--- src/rtl/serial_msg_pkg.sv ---
// Shared constants and FSM state encoding for the serial message transmitter.
package serial_msg_pkg;

  localparam int MSG_W = 5;
  localparam int DIV_W = 10;
  localparam logic [DIV_W-1:0] DIV_RST = 10'd9;

  typedef enum logic [2:0] {
    IDLE,
    START,
    DATA,
    PARITY,
    STOP
  } state_t;

  // Even parity: the returned bit makes the total count of ones even.
  function automatic logic even_parity(input logic [MSG_W-1:0] d);
    return ^d;
  endfunction

endpackage

--- src/rtl/serial_msg_tx_baud_tick_gen.sv ---
// Bit-period generator: holds the divisor and a down-counter.
// bit_end_o pulses for one cycle when the current bit has lasted DIV+1 cycles.
module baud_tick_gen
  import serial_msg_pkg::*;
(
  input  logic             clk,
  input  logic             rst,
  input  logic             init_i,
  input  logic [DIV_W-1:0] sw_i,
  input  logic             reload_i,
  output logic             bit_end_o
);

  localparam logic [DIV_W-1:0] ONE = 1;

  logic [DIV_W-1:0] div_q, div_d;
  logic [DIV_W-1:0] cnt_q, cnt_d;

  // Divisor written by init takes effect at the next reload, so an init on
  // the same edge as a reload (frame start or bit end) already applies.
  always_comb begin
    div_d     = init_i ? sw_i : div_q;
    bit_end_o = (cnt_q == '0);
    cnt_d     = (reload_i || bit_end_o) ? div_d : (cnt_q - ONE);
  end

  // Divisor and counter registers.
  always_ff @(posedge clk) begin
    if (rst) begin
      div_q <= DIV_RST;
      cnt_q <= '0;
    end else begin
      div_q <= div_d;
      cnt_q <= cnt_d;
    end
  end

endmodule

--- src/rtl/serial_msg_tx.sv ---
// Framed serial transmitter: start bit, 5 data bits, optional even parity,
// stop bit. Bit length comes from the programmable divisor in baud_tick_gen.
module serial_msg_tx
  import serial_msg_pkg::*;
(
  input  logic             clk,
  input  logic             rst,
  input  logic             init,
  input  logic [DIV_W-1:0] SW,
  input  logic             start,
  input  logic [MSG_W-1:0] msg,
  input  logic             mode,
  input  logic             sel,
  output logic             out
);

  localparam logic [2:0] LAST_BIT = 3'(MSG_W - 1);

  state_t           state_q;
  logic [MSG_W-1:0] shift_q;
  logic [MSG_W-1:0] shift_d;
  logic [2:0]       bit_cnt_q;
  logic             mode_q;
  logic             sel_q;
  logic             par_q;
  logic             out_q;
  logic             data_bit;
  logic             reload;
  logic             bit_end;

  // Frame starts only from IDLE; the tick counter restarts on that edge.
  assign reload = (state_q == IDLE) && start;

  // Next data bit comes from the end selected by the captured bit order.
  always_comb begin
    data_bit = mode_q ? shift_q[MSG_W-1] : shift_q[0];
    shift_d  = mode_q ? {shift_q[MSG_W-2:0], 1'b0} : {1'b0, shift_q[MSG_W-1:1]};
  end

  baud_tick_gen u_tick (
    .clk       (clk),
    .rst       (rst),
    .init_i    (init),
    .sw_i      (SW),
    .reload_i  (reload),
    .bit_end_o (bit_end)
  );

  // Frame FSM with registered serial output; each output value is set on the
  // edge that enters the bit it belongs to.
  always_ff @(posedge clk) begin
    if (rst) begin
      state_q   <= IDLE;
      out_q     <= 1'b1;
      shift_q   <= '0;
      bit_cnt_q <= '0;
      mode_q    <= 1'b0;
      sel_q     <= 1'b0;
      par_q     <= 1'b0;
    end else begin
      case (state_q)
        IDLE: begin
          out_q <= 1'b1;
          if (start) begin
            shift_q   <= msg;
            mode_q    <= mode;
            sel_q     <= sel;
            par_q     <= even_parity(msg);
            bit_cnt_q <= '0;
            out_q     <= 1'b0;
            state_q   <= START;
          end
        end
        START: begin
          if (bit_end) begin
            out_q     <= data_bit;
            shift_q   <= shift_d;
            bit_cnt_q <= '0;
            state_q   <= DATA;
          end
        end
        DATA: begin
          if (bit_end) begin
            if (bit_cnt_q == LAST_BIT) begin
              if (sel_q) begin
                out_q   <= par_q;
                state_q <= PARITY;
              end else begin
                out_q   <= 1'b1;
                state_q <= STOP;
              end
            end else begin
              out_q     <= data_bit;
              shift_q   <= shift_d;
              bit_cnt_q <= bit_cnt_q + 3'd1;
            end
          end
        end
        PARITY: begin
          if (bit_end) begin
            out_q   <= 1'b1;
            state_q <= STOP;
          end
        end
        STOP: begin
          if (bit_end) begin
            out_q   <= 1'b1;
            state_q <= IDLE;
          end
        end
        default: begin
          out_q   <= 1'b1;
          state_q <= IDLE;
        end
      endcase
    end
  end

  assign out = out_q;

endmodule

--- config.mk ---
export PLATFORM = sky130hd
export DESIGN_NAME = serial_msg_tx
export DESIGN_NICKNAME = d
export VERILOG_FILES = /design/src/rtl/serial_msg_pkg.sv /design/src/rtl/serial_msg_tx_baud_tick_gen.sv /design/src/rtl/serial_msg_tx.sv
export SDC_FILE = /design/constraint.sdc
export NUM_CORES = 1
export LEC_CHECK = 0
export BUFFER_PORTS_ARGS = -buffer_cell sky130_fd_sc_hd__clkbuf_2
export CORE_MARGIN = 8
export CORE_UTILIZATION = 55
export CTS_CLUSTER_DIAMETER = 30
export CTS_CLUSTER_SIZE = 25
export DETAILED_ROUTE_END_ITERATION = 16
export GPL_ROUTABILITY_DRIVEN = 1
export PLACE_DENSITY = 0.76
export SYNTH_ARGS = -nofsm -noshare
export SYNTH_HDL_FRONTEND = slang
export SYNTH_HIERARCHICAL = 1
export SYNTH_SLANG_ARGS = --single-unit
--- constraint.sdc ---
create_clock -name clk -period 3.76 [get_ports clk]
set_input_delay 0.376 -clock clk [delete_from_list [all_inputs] [get_ports clk]]
set_output_delay 0.376 -clock clk [all_outputs]
set_load 0.02 [all_outputs]
==> results of run 1 <==
per-layer routing:
layer | vias up | routed length [um] | global-route usage [%]
li1 | 750 | - | -
met1 | 692 | 1740 | 17.7
met2 | 35 | 1700 | 22.6
met3 | 4 | 215 | 3.77
met4 | 0 | 27 | 5.32
met5 | - | 0 | 0
worst min-delay path, cell delays in order:
cell and delay [ns]:
clkbuf_2 0.08, mux2i_1 0.06, nor2_1 0.07
Yosys cell counts (2+ instances only):
master	count	area, sq um
o31a_1	2	17.5
mux2_2	3	33.8
nand3_1	2	10.0
a21oi_1	9	45.0
nor2_1	24	90.1
or4_1	2	15.0
clkbuf_1	7	26.3
nor3_1	3	15.0
o21ai_0	8	40.0
a221oi_1	3	26.3
nand2_1	9	33.8
o31ai_1	4	30.0
o21a_1	3	22.5
buf_6	3	33.8
nor3b_1	3	22.5
o41ai_1	2	17.5
nor2b_1	2	12.5
inv_1	10	37.5
xor2_1	4	35.0
dfxtp_1	35	701
ha_1	3	37.5
xnor2_1	5	43.8
nand2b_1	4	25.0
mux2i_1	16	160
a211oi_2	3	37.5
nand3b_1	4	30.0
final timing paths:
check                                    to                        from  slack, ns
setup / recovery  bit_cnt_q[1]$_SDFFE_PP0P_  u_tick/cnt_q[0]$_SDFF_PP0_       0.93
hold / removal           sel_q$_SDFFE_PP0P_                         sel       0.28
setup reg to reg  bit_cnt_q[1]$_SDFFE_PP0P_  u_tick/cnt_q[0]$_SDFF_PP0_       0.93
hold reg to reg   bit_cnt_q[1]$_SDFFE_PP0P_   bit_cnt_q[1]$_SDFFE_PP0P_       0.49
power breakdown:
group,switching (mW),internal (mW),leakage [nW]
Sequential,0.0737,0.435,0.288
Clock,0.118,0.0729,0.0293
Combinational,0.201,0.184,0.477
Total,0.392,0.692,0.794
logic make-up after synthesis:
logic type,after synthesis,synth area share (%)
adders and majority gates,3,2.02
buffers and inverters,21,5.53
DFF,35,37.8
and+or+nand+nor,68,22.0
xor gates and xnor gates,10,5.46
AOI/OAI and AO/OA,42,16.8
muxes,19,10.5
state kept, by name, summed over array words and instances (netlist names):
register      flops
bit_cnt_q         3
mode_q            1
out               1
par_q             1
sel_q             1
shift_q           5
state_q           3
u_tick/cnt_q     10
u_tick/div_q     10
area by class of cell:
class / count / area (sq um) / share of cell area (%)
Clock buffer: 7 / 45.0 / 2.24
Clock inverter: 1 / 5.00 / 0.249
Inverter: 10 / 37.5 / 1.87
Multi-Input combinational cell: 142 / 1050 / 52.3
Sequential cell: 35 / 701 / 34.8
Tap cell: 46 / 57.6 / 2.86
Timing Repair Buffer: 22 / 113 / 5.60
per-stage QoR:
step / hold WS (ns) / utilization [%] / instances / setup slack [ns]
2_1_floorplan: 0.449 / - / 198 / 1.04
3_3_place_gp: 0.464 / 59.7 / 255 / 1.03
3_5_place_dp: 0.467 / 59.7 / 255 / 0.948
4_1_cts: 0.283 / 61.2 / 263 / 0.921
5_1_grt: 0.275 / 61.2 / 263 / 0.668
6_report: 0.283 / 61.2 / 263 / 0.928
==> metrics.md, run 1 <==
| Metric | Value |
|---|---|
| Share of cells above drive strength 1 | 18.9% |
| Pleak | between 0.7 and 0.8 nW |
| Post-layout instance area | 2010 sq um |
| Remaining Overflow, GRT | 0 |
| Crit. path cell count | 9 |
| Via density | between 5 and 6 |
| Reg2Reg Depth | 9 |
| Post-CTS setup buffers | 0 |
| Fill cells | around 310 |
| Min-delay worst type | in -> reg |
| Slew headroom | 48.5% |
| Detailed Place HPWL | between 2 and 3 mm |
| Ys async rst share | 0% |
| Dpl cell area | 1960 sq um |
| Worst Path Required | between 4 and 5 ns |
| Cell count after synthesis | about 200 |
| Crit path max-delay cell type | or4b_1 |
| Max-Cap Viols | 0 |
| Min cycle time layout | about 2.8 ns |
| ANT nets after route | 0 |
| Rows | 21 |
| Buffers & Inverters on Critical Path | 2 |
| CTS Hold Bufs | 0 |
| CP max FO | 12 |
| DRC | 0 |
| Count of cell types in the netlist | a little over 50 |
| Slew Limit Fails | 0 |
| Initial Util | 56.5% |
| Area grow syn2layout | 8.36% |
| CTS root buf | clkbuf_4 |
| Clock Tree Buf Depth | 2 |
| Clock tree sinks | 35 |
| 1st-iter DRT viols | ~150 |
| H-tree Lvls | 2 |
| Max Clock Skew | around 0.012 ns |
| Max Fclk | around 0.35 GHz |
| Port buffer count | 21 |
| Worst VDD drop | ~0.00023 V |
| Pin count of the biggest net entering global routing | 38 |
| Total track usage | 14.2% |
| Core Area | approximately 3300 sq um |
| Clk Latency, worst-skew pair | 0.33 ns |
| Flops & latches, synth | 35 |
| Slew @ Worst Pin | about 0.77 ns |
| # resized after CTS | 0 |
| Die area | approximately 5500 sq um |
| Kind of critical path | reg -> reg |
| Hold Path Depth | 3 |
| Total number of vias | 1481 |
| WL/cell | between 10 and 15 um |
| CTS Buf Count | 5 |
| CP Cell Sequence | inv_1, ha_1, or4b_4, nor3_1, buf_4, nor4bb_1, a211oi_2, or4b_1, a21oi_1 |
| Sequential cell area fraction in the yosys report | about 38% |
| Final Power | approximately 1.1 mW |
| Most frequent cells in the layout | dfxtp_1, nor2_1, clkbuf_2 |
| Hold Fails Final Rpt | 0 |
| Reg clk slew, reported paths | about 0.11 ns |
| Avg Inst Size Synth | about 9.4 sq um |
| Vias in the first global route | 1415 |
| Setup Viol. Count Final | 0 |
| Antenna violations before repair | 0 |
| Most common cell after layout, fill and taps aside | dfxtp_1 |
| Global-route wire length before repair | 6.23 mm |
| Fin crit share | between 70% and 80% |
| CTS tree | done |
| Critical path's largest stage delay | 0.56 ns |
| GP Congestion | about 0.86 |
| Critical path launch point type | register |
| Die H | 74.1 um |
| Synth warnings | 6 |
| Worst path arrival time | roughly 3.1 ns |
| RSZ-0062 raised after global routing | false |
| Synthesized cell area | around 1900 sq um |
| Run status | finished clean |
| Nets | 240 |
| Pre-Repair DR Iteration Count | 4 |
| Boundary Pins | 22 |
| Syn nets | approximately 220 |
| CP top delay family | simple AND/OR/NAND/NOR gates |
| Final WL | around 3.7 mm |
| Chip width | 74.1 um |
| Cell Pwr Density | between 500 and 600 nW/um^2 |
| Setup TNS | 0 ns |
| Post-synth EDFFs | 0 |
| Ys flop type | dfxtp_1 |
| Crit. End Element | register |
| Ant. Diodes | 0 |
(Power assumes the default switching activity.)
==> run 2, diff against run 1 <==
clock period = 2.9 ns   (was 3.76 ns; I/O delays follow)
==> metrics.md, run 2 (synthesized netlist as in run 1, its figures left out) <==
| Metric | Value |
|---|---|
| Run status | finished clean |
| Port buffer count | 21 |
| Slew @ Worst Pin | about 0.70 ns |
| Clock tree sinks | 35 |
| DRC | 0 |
| Remaining Overflow, GRT | 0 |
| Setup WS pre-CTS | 0.189 ns |
| Ant. Diodes | 0 |
| ANT nets after route | 0 |
| Worst Path Required | approximately 3.2 ns |
| CP max FO | 4 |
| Post-CTS setup buffers | 0 |
| Switch Pwr | slightly above 0.5 mW |
| Largest regs | u_tick/cnt_q: 10 flops, u_tick/div_q: 10 flops, shift_q: 5 flops |
| H-tree Lvls | 2 |
| Buffers & Inverters on Critical Path | 1 |
| Max Fclk | about 0.37 GHz |
| Rows | 21 |
| Nets | ~240 |
| Clock Tree Buf Depth | 2 |
| Slack of the critical path | 0.196 ns |
| Initial Util | 56.5% |
| Share of cells above drive strength 1 | between 20% and 30% |
| Pleak | 0.810 nW |
| Final WL | 3.80 mm |
| Vias in the first global route | between 1500 and 2000 |
| Clk Latency, worst-skew pair | approximately 0.34 ns |
| Pre-Repair DR Iteration Count | 4 |
| Most common cell after layout, fill and taps aside | dfxtp_1 |
| CP top delay family | simple AND/OR/NAND/NOR gates |
| Sw frac | 36.5% |
| Setup TNS | 0 ns |
| CTS Buf Count | 5 |
| Reg clk slew, reported paths | about 0.1 ns |
| Pint | approximately 0.90 mW |
| Worst path arrival time | between 2 and 3 ns |
| Kind of critical path | reg -> reg |
| Detailed Place HPWL | around 2.8 mm |
| Critical path launch point type | register |
| Clock power frac | between 10% and 20% |
| Core Area | roughly 3300 sq um |
| Fin crit share | between 90% and 100% |
| Hold Path Depth | 3 |
| GP Congestion | between 0.8 and 0.9 |
| Reg2Reg Depth | 8 |
| WL/cell | ~14 um |
| Area grow syn2layout | 9.58% |
| Antenna violations before repair | 0 |
| CTS tree | done |
| Combinational share of power | between 30% and 40% |
| Most frequent cells in the layout | dfxtp_1, nor2_1, clkbuf_2 |
| Crit path max-delay cell type | or4b_1 |
| Chip width | 74.1 um |
| Critical path's largest stage delay | approximately 0.54 ns |
| Final Util | 61.9% |
| Slew headroom | around 53% |
| Crit. path cell count | 8 |
| Crit. End Element | register |
| Sequential power share | between 40% and 50% |
| CTS Hold Bufs | 0 |
| Min cycle time layout | approximately 2.7 ns |
| Cell Pwr Density | 699 nW/um^2 |
| Boundary Pins | 22 |
| Setup Viol. Count Final | 0 |
| Min-delay worst type | in -> reg |
| CP Cell Sequence | inv_1, ha_1, or4b_4, nor3_1, nor4bb_1, a211oi_2, or4b_1, a21oi_1 |
| # resized after CTS | 0 |
| Via density | 5.60 |
| Max-Cap Viols | 0 |
| Pin count of the biggest net entering global routing | 38 |
| Die area | around 5500 sq um |
| 1st-iter DRT viols | 97 |
| Max Clock Skew | between 0.006 and 0.007 ns |
| Die H | 74.1 um |
| Total number of vias | around 1500 |
| Global-route wire length before repair | between 6 and 7 mm |
| CTS root buf | clkbuf_4 |
| Worst VDD drop | around 0.00035 V |
| RSZ-0062 raised after global routing | false |
| Total track usage | 15.5% |
| Slew Limit Fails | 0 |
| Hold Fails Final Rpt | 0 |
## run 2: changes by cell type in the layout (fill, tap and decap cells not counted)
| cell | delta |
|---|---|
| buf_4 | +3 |
## run 2: worst paths after layout
| path | start | to | slack, ns |
|---|---|---|---|
| min | sel | sel_q$_SDFFE_PP0P_ | 0.19 |
| max | u_tick/cnt_q[0]$_SDFF_PP0_ | bit_cnt_q[1]$_SDFFE_PP0P_ | 0.20 |
| min reg2reg | bit_cnt_q[1]$_SDFFE_PP0P_ | bit_cnt_q[1]$_SDFFE_PP0P_ | 0.49 |
| max reg2reg | u_tick/cnt_q[0]$_SDFF_PP0_ | bit_cnt_q[1]$_SDFFE_PP0P_ | 0.20 |
## run 2: layout make-up
class / count / area [sq um]
clock buffer: 7 / 45.0
clock inverter: 1 / 5.00
fill: 281 / 1250
inverter: 10 / 37.5
multi-input combinational: 142 / 1050
sequential: 35 / 701
tap: 46 / 57.6
timing repair buffer: 25 / 135
## run 2: tightest hold or removal path, delay by kind of cell
family | cells | cell delay (ns)
mux | 1 | 0.06
simple gates | 1 | 0.07
buf+inv | 1 | 0.08
## run 2: power by group through the flow
| stage | logic (mW) | registers, mW | clock network (mW) |
|---|---|---|---|
| floorplan | 0.429 | 0.638 | 0 |
| global placement | 0.491 | 0.660 | 0 |
| detailed placement | 0.514 | 0.663 | 0 |
| CTS | 0.517 | 0.654 | 0.258 |
| global route | 0.579 | 0.668 | 0.274 |
| finish | 0.518 | 0.655 | 0.249 |
## run 2: routing by layer
layer | wire (um) | GRT usage [%]
met4 | 64 | 5.76
met1 | 1760 | 18.4
met2 | 1760 | 24.7
met5 | 0 | 0
met3 | 214 | 5.66
## run 2: through the flow
step,std cells,total power [mW],hold WS (ns),instance area [sq um]
floorplan,198,1.07,0.437,1860
CTS,266,1.43,0.182,2030
global placement,258,1.15,0.464,1980
finish,266,1.42,0.192,2030
global route,266,1.52,0.214,2030
detailed placement,258,1.18,0.476,1980
